[src/rtl/jpu_exc_unit.sv]
// -----------------------------------------------------------------------------
// jpu_exc_unit
// CP0-style exception / interrupt controller for the jpu core. It sits beside
// the commit stage and does the following:
//   - picks the highest-priority exception flag of the committing instruction,
//     or a pending unmasked interrupt;
//   - records EPC, BadVAddr and Cause;
//   - issues a one-cycle redirect to the handler vector, or back to EPC on ERET;
//   - owns the periodic system timer and the MTC0/MFC0 register file.
//
// Ports
//   clk, rst_n       clock, asynchronous active-low reset
//   valid_i          committing instruction valid
//   exc_i[10:0]      exception flags (bit10 AdEL ... bit0 FPE)
//   pc_i, badaddr_i  PC and faulting address of committing instruction
//   eret_i           committing instruction is ERET
//   hw_irq_i[4:0]    level hardware interrupt lines
//   cp0_we_i, cp0_addr_i, cp0_wdata_i   MTC0 port (address shared with MFC0)
//   cp0_rdata_o      MFC0 data, combinational from cp0_addr_i
//   redirect_o, redirect_pc_o           registered pipeline redirect
//   exl_o            Status.EXL (handler mode)
// -----------------------------------------------------------------------------
module jpu_exc_unit #(
  parameter logic [31:0] EXC_VECTOR   = 32'h8000_0180,
  parameter logic [15:0] TIMER_PERIOD = 16'd100
) (
  input  logic        clk,
  input  logic        rst_n,
  input  logic        valid_i,
  input  logic [10:0] exc_i,
  input  logic [31:0] pc_i,
  input  logic [31:0] badaddr_i,
  input  logic        eret_i,
  input  logic [4:0]  hw_irq_i,
  input  logic        cp0_we_i,
  input  logic [4:0]  cp0_addr_i,
  input  logic [31:0] cp0_wdata_i,
  output logic [31:0] cp0_rdata_o,
  output logic        redirect_o,
  output logic [31:0] redirect_pc_o,
  output logic        exl_o
);

  localparam logic [4:0] ADDR_BADVADDR = 5'd8;
  localparam logic [4:0] ADDR_STATUS   = 5'd12;
  localparam logic [4:0] ADDR_CAUSE    = 5'd13;
  localparam logic [4:0] ADDR_EPC      = 5'd14;

  // Priority encoder: highest-priority flag wins; result is the ExcCode.
  function automatic logic [4:0] exc_code_f(input logic [10:0] exc);
    logic [4:0] code;
    code = 5'd0;
    casez (exc)
      11'b1??_????_????: code = 5'd4;   // AdEL
      11'b01?_????_????: code = 5'd5;   // AdES
      11'b001_????_????: code = 5'd6;   // IBE
      11'b000_1???_????: code = 5'd7;   // DBE
      11'b000_01??_????: code = 5'd8;   // Sys
      11'b000_001?_????: code = 5'd9;   // Bp
      11'b000_0001_????: code = 5'd10;  // RI
      11'b000_0000_1???: code = 5'd11;  // CpU
      11'b000_0000_01??: code = 5'd12;  // Ov
      11'b000_0000_001?: code = 5'd13;  // Tr
      11'b000_0000_0001: code = 5'd15;  // FPE
      default:           code = 5'd0;
    endcase
    return code;
  endfunction

  logic [15:0] timer_cnt_r;
  logic        timer_pend_r;
  logic [7:0]  im_r;
  logic        exl_r;
  logic        ie_r;
  logic [1:0]  ip_sw_r;
  logic [4:0]  exccode_r;
  logic [31:0] epc_r;
  logic [31:0] badvaddr_r;
  logic        redirect_r;
  logic [31:0] redirect_pc_r;

  logic [7:0]  ip_s;
  logic        tick_s;
  logic        exc_take_s;
  logic        int_take_s;
  logic        take_s;
  logic        eret_take_s;
  logic        mtc0_s;
  logic        wr_status_s;
  logic        wr_cause_s;
  logic        wr_epc_s;
  logic        badv_upd_s;
  logic [4:0]  exc_code_s;
  logic [31:0] rdata_s;

  assign ip_s       = {timer_pend_r, hw_irq_i, ip_sw_r};
  assign tick_s     = (timer_cnt_r == 16'd0);
  assign exc_code_s = exc_code_f(exc_i);
  assign exc_take_s = valid_i & (|exc_i);
  assign int_take_s = valid_i & ~exc_take_s & ie_r & ~exl_r & (|(ip_s & im_r));
  assign take_s     = exc_take_s | int_take_s;
  // A taken interrupt also suppresses ERET so only one redirect target exists;
  // in practice ERET runs in handler mode where interrupts are masked anyway.
  assign eret_take_s = valid_i & eret_i & ~take_s;
  assign mtc0_s      = valid_i & cp0_we_i & ~take_s;
  assign wr_status_s = mtc0_s & (cp0_addr_i == ADDR_STATUS);
  assign wr_cause_s  = mtc0_s & (cp0_addr_i == ADDR_CAUSE);
  assign wr_epc_s    = mtc0_s & (cp0_addr_i == ADDR_EPC);
  assign badv_upd_s  = exc_take_s & (exc_i[10] | exc_i[9]);

  // MFC0 read mux; unmapped registers read as zero.
  always_comb begin
    rdata_s = 32'd0;
    case (cp0_addr_i)
      ADDR_BADVADDR: rdata_s = badvaddr_r;
      ADDR_STATUS:   rdata_s = {16'd0, im_r, 6'd0, exl_r, ie_r};
      ADDR_CAUSE:    rdata_s = {16'd0, ip_s, 1'b0, exccode_r, 2'd0};
      ADDR_EPC:      rdata_s = epc_r;
      default:       rdata_s = 32'd0;
    endcase
  end

  assign cp0_rdata_o = rdata_s;

  // System timer down-counter: reloads on reaching zero.
  always_ff @(posedge clk or negedge rst_n) begin
    if (!rst_n) begin
      timer_cnt_r <= TIMER_PERIOD - 16'd1;
    end else if (tick_s) begin
      timer_cnt_r <= TIMER_PERIOD - 16'd1;
    end else begin
      timer_cnt_r <= timer_cnt_r - 16'd1;
    end
  end

  // Sticky timer-pending bit; a tick beats a coincident Cause write.
  always_ff @(posedge clk or negedge rst_n) begin
    if (!rst_n) begin
      timer_pend_r <= 1'b0;
    end else if (tick_s) begin
      timer_pend_r <= 1'b1;
    end else if (wr_cause_s) begin
      timer_pend_r <= 1'b0;
    end else begin
      timer_pend_r <= timer_pend_r;
    end
  end

  // Status register: IM/IE via MTC0; EXL set on take, cleared by ERET
  // (ERET overrides an EXL value written by a simultaneous MTC0).
  always_ff @(posedge clk or negedge rst_n) begin
    if (!rst_n) begin
      im_r  <= 8'd0;
      ie_r  <= 1'b0;
      exl_r <= 1'b0;
    end else begin
      if (wr_status_s) begin
        im_r <= cp0_wdata_i[15:8];
        ie_r <= cp0_wdata_i[0];
      end else begin
        im_r <= im_r;
        ie_r <= ie_r;
      end
      if (take_s) begin
        exl_r <= 1'b1;
      end else if (eret_take_s) begin
        exl_r <= 1'b0;
      end else if (wr_status_s) begin
        exl_r <= cp0_wdata_i[1];
      end else begin
        exl_r <= exl_r;
      end
    end
  end

  // Cause register: ExcCode on take, software IP bits via MTC0.
  always_ff @(posedge clk or negedge rst_n) begin
    if (!rst_n) begin
      exccode_r <= 5'd0;
      ip_sw_r   <= 2'd0;
    end else begin
      if (take_s) begin
        exccode_r <= exc_take_s ? exc_code_s : 5'd0;
      end else begin
        exccode_r <= exccode_r;
      end
      if (wr_cause_s) begin
        ip_sw_r <= cp0_wdata_i[9:8];
      end else begin
        ip_sw_r <= ip_sw_r;
      end
    end
  end

  // EPC: captured on a non-nested take, otherwise writable by MTC0.
  always_ff @(posedge clk or negedge rst_n) begin
    if (!rst_n) begin
      epc_r <= 32'd0;
    end else if (take_s && !exl_r) begin
      epc_r <= pc_i;
    end else if (wr_epc_s) begin
      epc_r <= cp0_wdata_i;
    end else begin
      epc_r <= epc_r;
    end
  end

  // BadVAddr: captured only for address-error exceptions.
  always_ff @(posedge clk or negedge rst_n) begin
    if (!rst_n) begin
      badvaddr_r <= 32'd0;
    end else if (badv_upd_s) begin
      badvaddr_r <= badaddr_i;
    end else begin
      badvaddr_r <= badvaddr_r;
    end
  end

  // Redirect pulse and held target; ERET returns to the pre-write EPC.
  always_ff @(posedge clk or negedge rst_n) begin
    if (!rst_n) begin
      redirect_r    <= 1'b0;
      redirect_pc_r <= 32'd0;
    end else begin
      redirect_r <= take_s | eret_take_s;
      if (take_s) begin
        redirect_pc_r <= EXC_VECTOR;
      end else if (eret_take_s) begin
        redirect_pc_r <= epc_r;
      end else begin
        redirect_pc_r <= redirect_pc_r;
      end
    end
  end

  assign redirect_o    = redirect_r;
  assign redirect_pc_o = redirect_pc_r;
  assign exl_o         = exl_r;

endmodule
[config.mk]
export PLATFORM = sky130hd
export DESIGN_NAME = jpu_exc_unit
export DESIGN_NICKNAME = d
export VERILOG_FILES = /design/src/rtl/jpu_exc_unit.sv
export SDC_FILE = /design/constraint.sdc
export NUM_CORES = 1
export LEC_CHECK = 0
export BUFFER_PORTS_ARGS = -buffer_cell sky130_fd_sc_hd__buf_4
export CELL_PAD_IN_SITES_DETAIL_PLACEMENT = 0
export CELL_PAD_IN_SITES_GLOBAL_PLACEMENT = 1
export CORE_MARGIN = 8
export CORE_UTILIZATION = 45
export CTS_BUF_LIST = sky130_fd_sc_hd__clkbuf_8
export CTS_CLUSTER_SIZE = 12
export DETAILED_ROUTE_END_ITERATION = 10
export PLACE_DENSITY = 0.91
export SKIP_LAST_GASP = 1
export SYNTH_ARGS = -nofsm -noshare
export SYNTH_HDL_FRONTEND = slang
export SYNTH_SLANG_ARGS = --single-unit
[constraint.sdc]
create_clock -name clk -period 3.1 [get_ports clk]
set_input_delay 0.155 -clock clk [delete_from_list [all_inputs] [get_ports clk]]
set_output_delay 0.155 -clock clk [all_outputs]
set_load 0.03 [all_outputs]
* Yosys cells after proc, flatten, opt, wreduce, memory -nomap -nowiden
Index checks and enable logic that the tools add are counted.
** Storage, ports and cells
- Flip-flop bits (word level) :: 131
- Bits in read-only memories :: 0
- Memories kept :: 0
- Latch bits :: 0
- Output and inout bits :: 66
- Bits in writable memories :: 0
** Cells by class
- Reduce and logical (&&, ||, !) cells :: 9
- Bitwise logic cells :: 20
- Shift operators :: 0
- Eq/ne operators :: 14
- Multipliers :: 0
- Mux-type cells :: 13
- Divide/modulo/power cells :: 0
- Add/sub/neg operators :: 1
- Magnitude comparators :: 0
** Operators by type and width (number)
- 2-to-1 mux 32 bit :: 4
- one-hot mux 32 bit (4 select lines) :: 1
- one-hot mux 4 bit (11 select lines) :: 1
- == test 5 x 4 -> 1 bit, second input constant :: 4
- zero test 16 bit :: 1
- 2-to-1 mux 16 bit :: 1
- subtractor 16 x 1 -> 16 bit, second input constant :: 1
- AND 1 bit :: 13
- == test 11 x 1 -> 1 bit, second input constant :: 1
- OR reduction 11 bit :: 1
- == test 10 x 1 -> 1 bit, second input constant :: 1
- == test 9 x 1 -> 1 bit, second input constant :: 1
- AND 8 bit :: 1
- == test 8 x 1 -> 1 bit, second input constant :: 1
- OR reduction 8 bit :: 1
- == test 7 x 1 -> 1 bit, second input constant :: 1
- == test 6 x 1 -> 1 bit, second input constant :: 1
- nonzero test 2 bit :: 3
- == test 5 x 1 -> 1 bit, second input constant :: 1
- 2-to-1 mux 1 bit :: 5
- 2-to-1 mux 5 bit :: 1
- == test 4 x 1 -> 1 bit, second input constant :: 1
- == test 3 x 1 -> 1 bit, second input constant :: 1
- NOT 1 bit :: 3
- other kinds (5) :: 7

* Logic depth before layout (Yosys ltp)
- Depth in word-level cells :: 14
- Mapped depth :: 8

* Least setup slack after synthesis
OpenSTA, ideal clock, no wires.
- Kind :: reg-to-reg
- Start point :: register exl_r (netlist: exl_o)
- End point :: register redirect_pc_r[21] (netlist: redirect_pc_o[21])
- Stages on the path, launching flop included :: 9
- Library setup time :: 0.121 ns
- Data arrival time :: 1.930 ns
- Required time :: 2.979 ns
- Path buffers :: 3
- Slack :: 1.049 ns
- Path through :: dfrtp_1 > nor2b_1 > nand2_1 > or2_0 > clkbuf_1 > and3_1 > buf_4 > buf_4 > a22o_1
** On the way
- Longest elaborated chain between the ends :: 7
- Elaborated cells on any way between the ends :: 8
** Ends and longest elaborated chain
- start, declared :: RTL line 73 : logic exl_r;
- start signal, assigned :: RTL line 169 : exl_r <= cp0_wdata_i[1];
- start signal, assigned :: RTL line 171 : exl_r <= exl_r;
- NOT 1 bit * :: RTL line 100 : assign int_take_s = valid_i & ~exc_take_s & ie_r & ~exl_r & (|(ip_s & im_r));
- AND 1 bit * (2 in series) :: RTL line 100
- bitwise OR 1 bit * :: RTL line 101 : assign take_s = exc_take_s | int_take_s;
- NOT 1 bit :: RTL line 104 : assign eret_take_s = valid_i & eret_i & ~take_s;
- AND 1 bit :: RTL line 104
- nonzero test 2 bit (no source line)
- end signal, assigned :: RTL line 229 : redirect_pc_r <= epc_r;
- end signal, assigned :: RTL line 231 : redirect_pc_r <= redirect_pc_r;
- end, declared :: RTL line 80 : logic [31:0] redirect_pc_r;
Every way passes the cells marked *; elsewhere a longest branch is shown, timed or not.
A chain may end at the register's enable or synchronous reset.

* Worst setup path after layout
- Start point :: input valid_i
- End point :: register epc_r[0]
** On the way
- Longest elaborated chain between the ends :: 11
- Elaborated cells on any way between the ends :: 14
** Ends and longest elaborated chain
- start, declared :: RTL line 29 : input logic valid_i,
- AND 1 bit :: RTL line 99 : assign exc_take_s = valid_i & (|exc_i);
- NOT 1 bit :: RTL line 100
- AND 1 bit (4 in series) :: RTL line 100
- bitwise OR 1 bit :: RTL line 101
- NOT 1 bit :: RTL line 105 : assign mtc0_s = valid_i & cp0_we_i & ~take_s;
- AND 1 bit :: RTL line 105
- AND 1 bit :: RTL line 108 : assign wr_epc_s = mtc0_s & (cp0_addr_i == ADDR_EPC);
- nonzero test 2 bit (no source line)
- end signal, assigned :: RTL line 200 : epc_r <= pc_i;
- end signal, assigned :: RTL line 202 : epc_r <= cp0_wdata_i;
- end signal, assigned :: RTL line 204 : epc_r <= epc_r;
- end, declared :: RTL line 77 : logic [31:0] epc_r;
Several ways; a longest one is shown, not always the timed one.

==> results.yml <==
timing:
  max_freq_mhz: 422
  setup_viol: 0
  drv_slew: 0
  tightest_slew_ns: 0.713
  hold_viol: 0
  slew_headroom_pct: 52.5
  fin_crit_ns: 2.37
  rsz0062_at_grt: "no"
  clock_skew_ns: 0.0111
  finalSetupTns_ns: 0
  fin_crit_sh_pct: 76.4
worst_setup_path:
  slowest_stage: "dlygate4sd3_1"
  worst-path-buf-inv: 3
  cp_max_fo: 32
  r2r_end: "epc_r[0]"
  setup.worst_path.start: "valid_i"
  setup.worst_path.end_class: "register"
  crit_top_cell: "buf_4"
  cp_data_required_time_ns: 3.41
  ff2ff_setup_slack_ns: 0.79
  critPathTopFamily: "buffers and inverters"
  worstPathArrival_ns: 2.68
  critical_path.max_stage_delay_ns: 0.55
  reg2regPathDepth: 6
  start_kind: "input port"
  worstPathCellList: "dlygate4sd3_1 -> buf_4 -> nor2b_1 -> nand2_1 -> or2_0 -> o21ai_4 -> buf_4 -> mux2_2"
  critPathKind: "in -> reg"
  r2r_start: "exl_o"
clock_tree:
  clockBufferDepth: 2
  cts_root_buffer: "clkbuf_8"
  cts_buffers: 17
  cts_sinks: 130
  post_cts_buffers: 0
  clk_latency_ns: 0.43
  cts_tree: "yes"
  h-tree-depth: 4
  clk_pin_slew_ns: 0.07
  ctsResizeCount: 0
routing:
  vias: 4863
  drtAntennaViolNets: 0
  drt_first_pass_iters: 4
  drc: 0
  wl_per_cell_um: 19.6
  via_per_inst: 5.42
  routed_wl_um: 17600
  drt-initial-drc-count: 293
min_path:
  hold_class: "in -> reg"
  holdPathStages: 4
  hold_start: "exc_i[3]"
  hold_end: "exccode_r[2]"
run_status:
  status: "complete, no violations"
floorplanning:
  start_util_pct: 46.0
  die_w_um: 132
  coreArea_um2: 13200
  dieArea_um2: 17500
  num_rows: 42
  die_h_um: 132
  io_pins: 188
finish:
  fin_nets: 833
  stdcell_area_um2: 8560
  final_cell_mix: "buf_4 (200), dfrtp_1 (126), mux2_2 (79)"
  layout-drive-gt1-share_pct: 45.7
  final_common_cell: "buf_4"
  fillCellCount: 1015
  area_delta_synth_final_pct: 40.5
  num_antenna_cells: 0
grt:
  grt_busiest_layer: "met2"
  globalRouteTotalUtil_pct: 20.4
  globalRouteMet3Util_pct: 6.55
  grt_max_degree: 131
  grt_pass1_vias: 5434
  grt_pass1_wl_um: 28400
  grt_use_met1_pct: 24.3
  overflow: 0
  met2_usage_pct: 34.3
  antenna_found_initial: 0
synth:
  synth_edf_count: 0
  yosysTopAreaCell: "dfrtp_1"
  ys_types: 52
  synth_area_leaders: "dfrtp_1 (52%), mux2_2 (15%), a22o_1 (6.8%)"
  yosysSeqAreaShare_pct: 53.5
  synth_nets: 596
  async_flop_share_pct: 100
  syn_area_um2: 6090
  syn_avg_cell_area_um2: 12.9
  synth_top_area_share_pct: 51.8
  ys_warn_count: 0
  synthFlopType: "dfrtp_1"
  synth_seq_cells: 130
  synthCells: 472
pwr:
  p_per_area_nw_per_um2: 466
  ir_drop_mv: 0.272
  power_mw: 3.99
  leakage_nw: 4.10
placed_design:
  gp_congestion: 0.835
  place_area_um2: 7710
  port_buffers: 187
  dp_hpwl_um: 12400
run:
  max_cap_violations: 0
## worst reg2reg max path, stage by stage (launching register included)
cell,delay (ns)
dfrtp_1,0.43
nor2b_1,0.26
nand2_1,0.17
or2_0,0.39
o21ai_4,0.11
buf_4,0.43
mux2_2,0.40
## registers in the layout, summed over array words and instances, names as in the netlist
signal	count
badvaddr_r	32
epc_r	32
redirect_pc_o	32
timer_cnt_r	16
im_r	8
exccode_r	4
ip_sw_r	2
exl_o	1
ie_r	1
redirect_o	1
timer_pend_r	1
## where the power goes
| part | switching [mW] | internal [mW] | total (mW) |
|---|---|---|---|
| logic | 0.229 | 0.318 | 0.547 |
| registers | 0.131 | 1.87 | 2.00 |
| clock network | 0.651 | 0.790 | 1.44 |
## Yosys cell counts (all sizes together), types with 4 or more instances
library cell	count
dfrtp	126
mux2	109
a22o	47
nand2	21
a22oi	20
nor2	19
clkbuf	14
buf	13
inv	13
nor3	8
a21oi	6
a222oi	6
nand3	6
nor4	6
o21ai	6
xnor2	6
dfstp	4
## layer usage
metal / routed length [um] / vias up
met5: 0 / -
met4: 261 / 0
met3: 1210 / 19
met2: 8630 / 174
met1: 7500 / 2425
li1: - / 2245
## cell type report
| cell class | instances | area, um^2 | share of cell area [%] |
|---|---|---|---|
| flip-flops and latches | 130 | 3260 | 38.1 |
| multi-input cells | 302 | 2670 | 31.2 |
| repair buffers | 245 | 1960 | 22.9 |
| clock buffers | 21 | 289 | 3.38 |
| well taps | 176 | 220 | 2.57 |
| clock inverters | 11 | 111 | 1.30 |
| inverters | 13 | 48.8 | 0.570 |
## worst max-delay path by stage
stage                              endpoint  slack (ns)  depth (start not counted)
after floorplan           redirect_pc_o[21]        1.05                          8
after global placement            epc_r[26]        0.78                          7
after detailed placement          epc_r[26]        0.75                          7
after CTS                         epc_r[21]        0.78                          8
after global routing              epc_r[21]        0.64                          8
final                              epc_r[0]        0.73                          8
## timing repair
action / 4_1_cts / 5_1_grt
hold buffers: 44 / 0
setup endpoints to repair: 0 / 0
endpoints found under the hold margin: 171 / 0
## kinds of logic after synthesis
logic type               share of synthesized area, %
AO/OA/AOI/OAI                                    13.9
buffers and inverters                            3.29
flip-flops                                       53.5
AND/OR/NAND/NOR                                  7.58
adder cells (fa/ha/maj)                         0.411
multiplexers                                     20.2
XOR/XNOR                                         1.15
## metrics by stage
stage          cells  setup WS, ns  util, %  hold slack, ns
4_1_cts          898         0.782     64.6          0.0294
2_1_floorplan    472          1.05        -          -0.141
5_1_grt          898         0.637     64.6          0.0468
3_3_place_gp     822         0.784     58.3           0.319
6_report         898         0.732     64.6          0.0652
3_5_place_dp     822         0.752     58.3           0.324
Note: power is estimated with default switching activity, not from simulation.
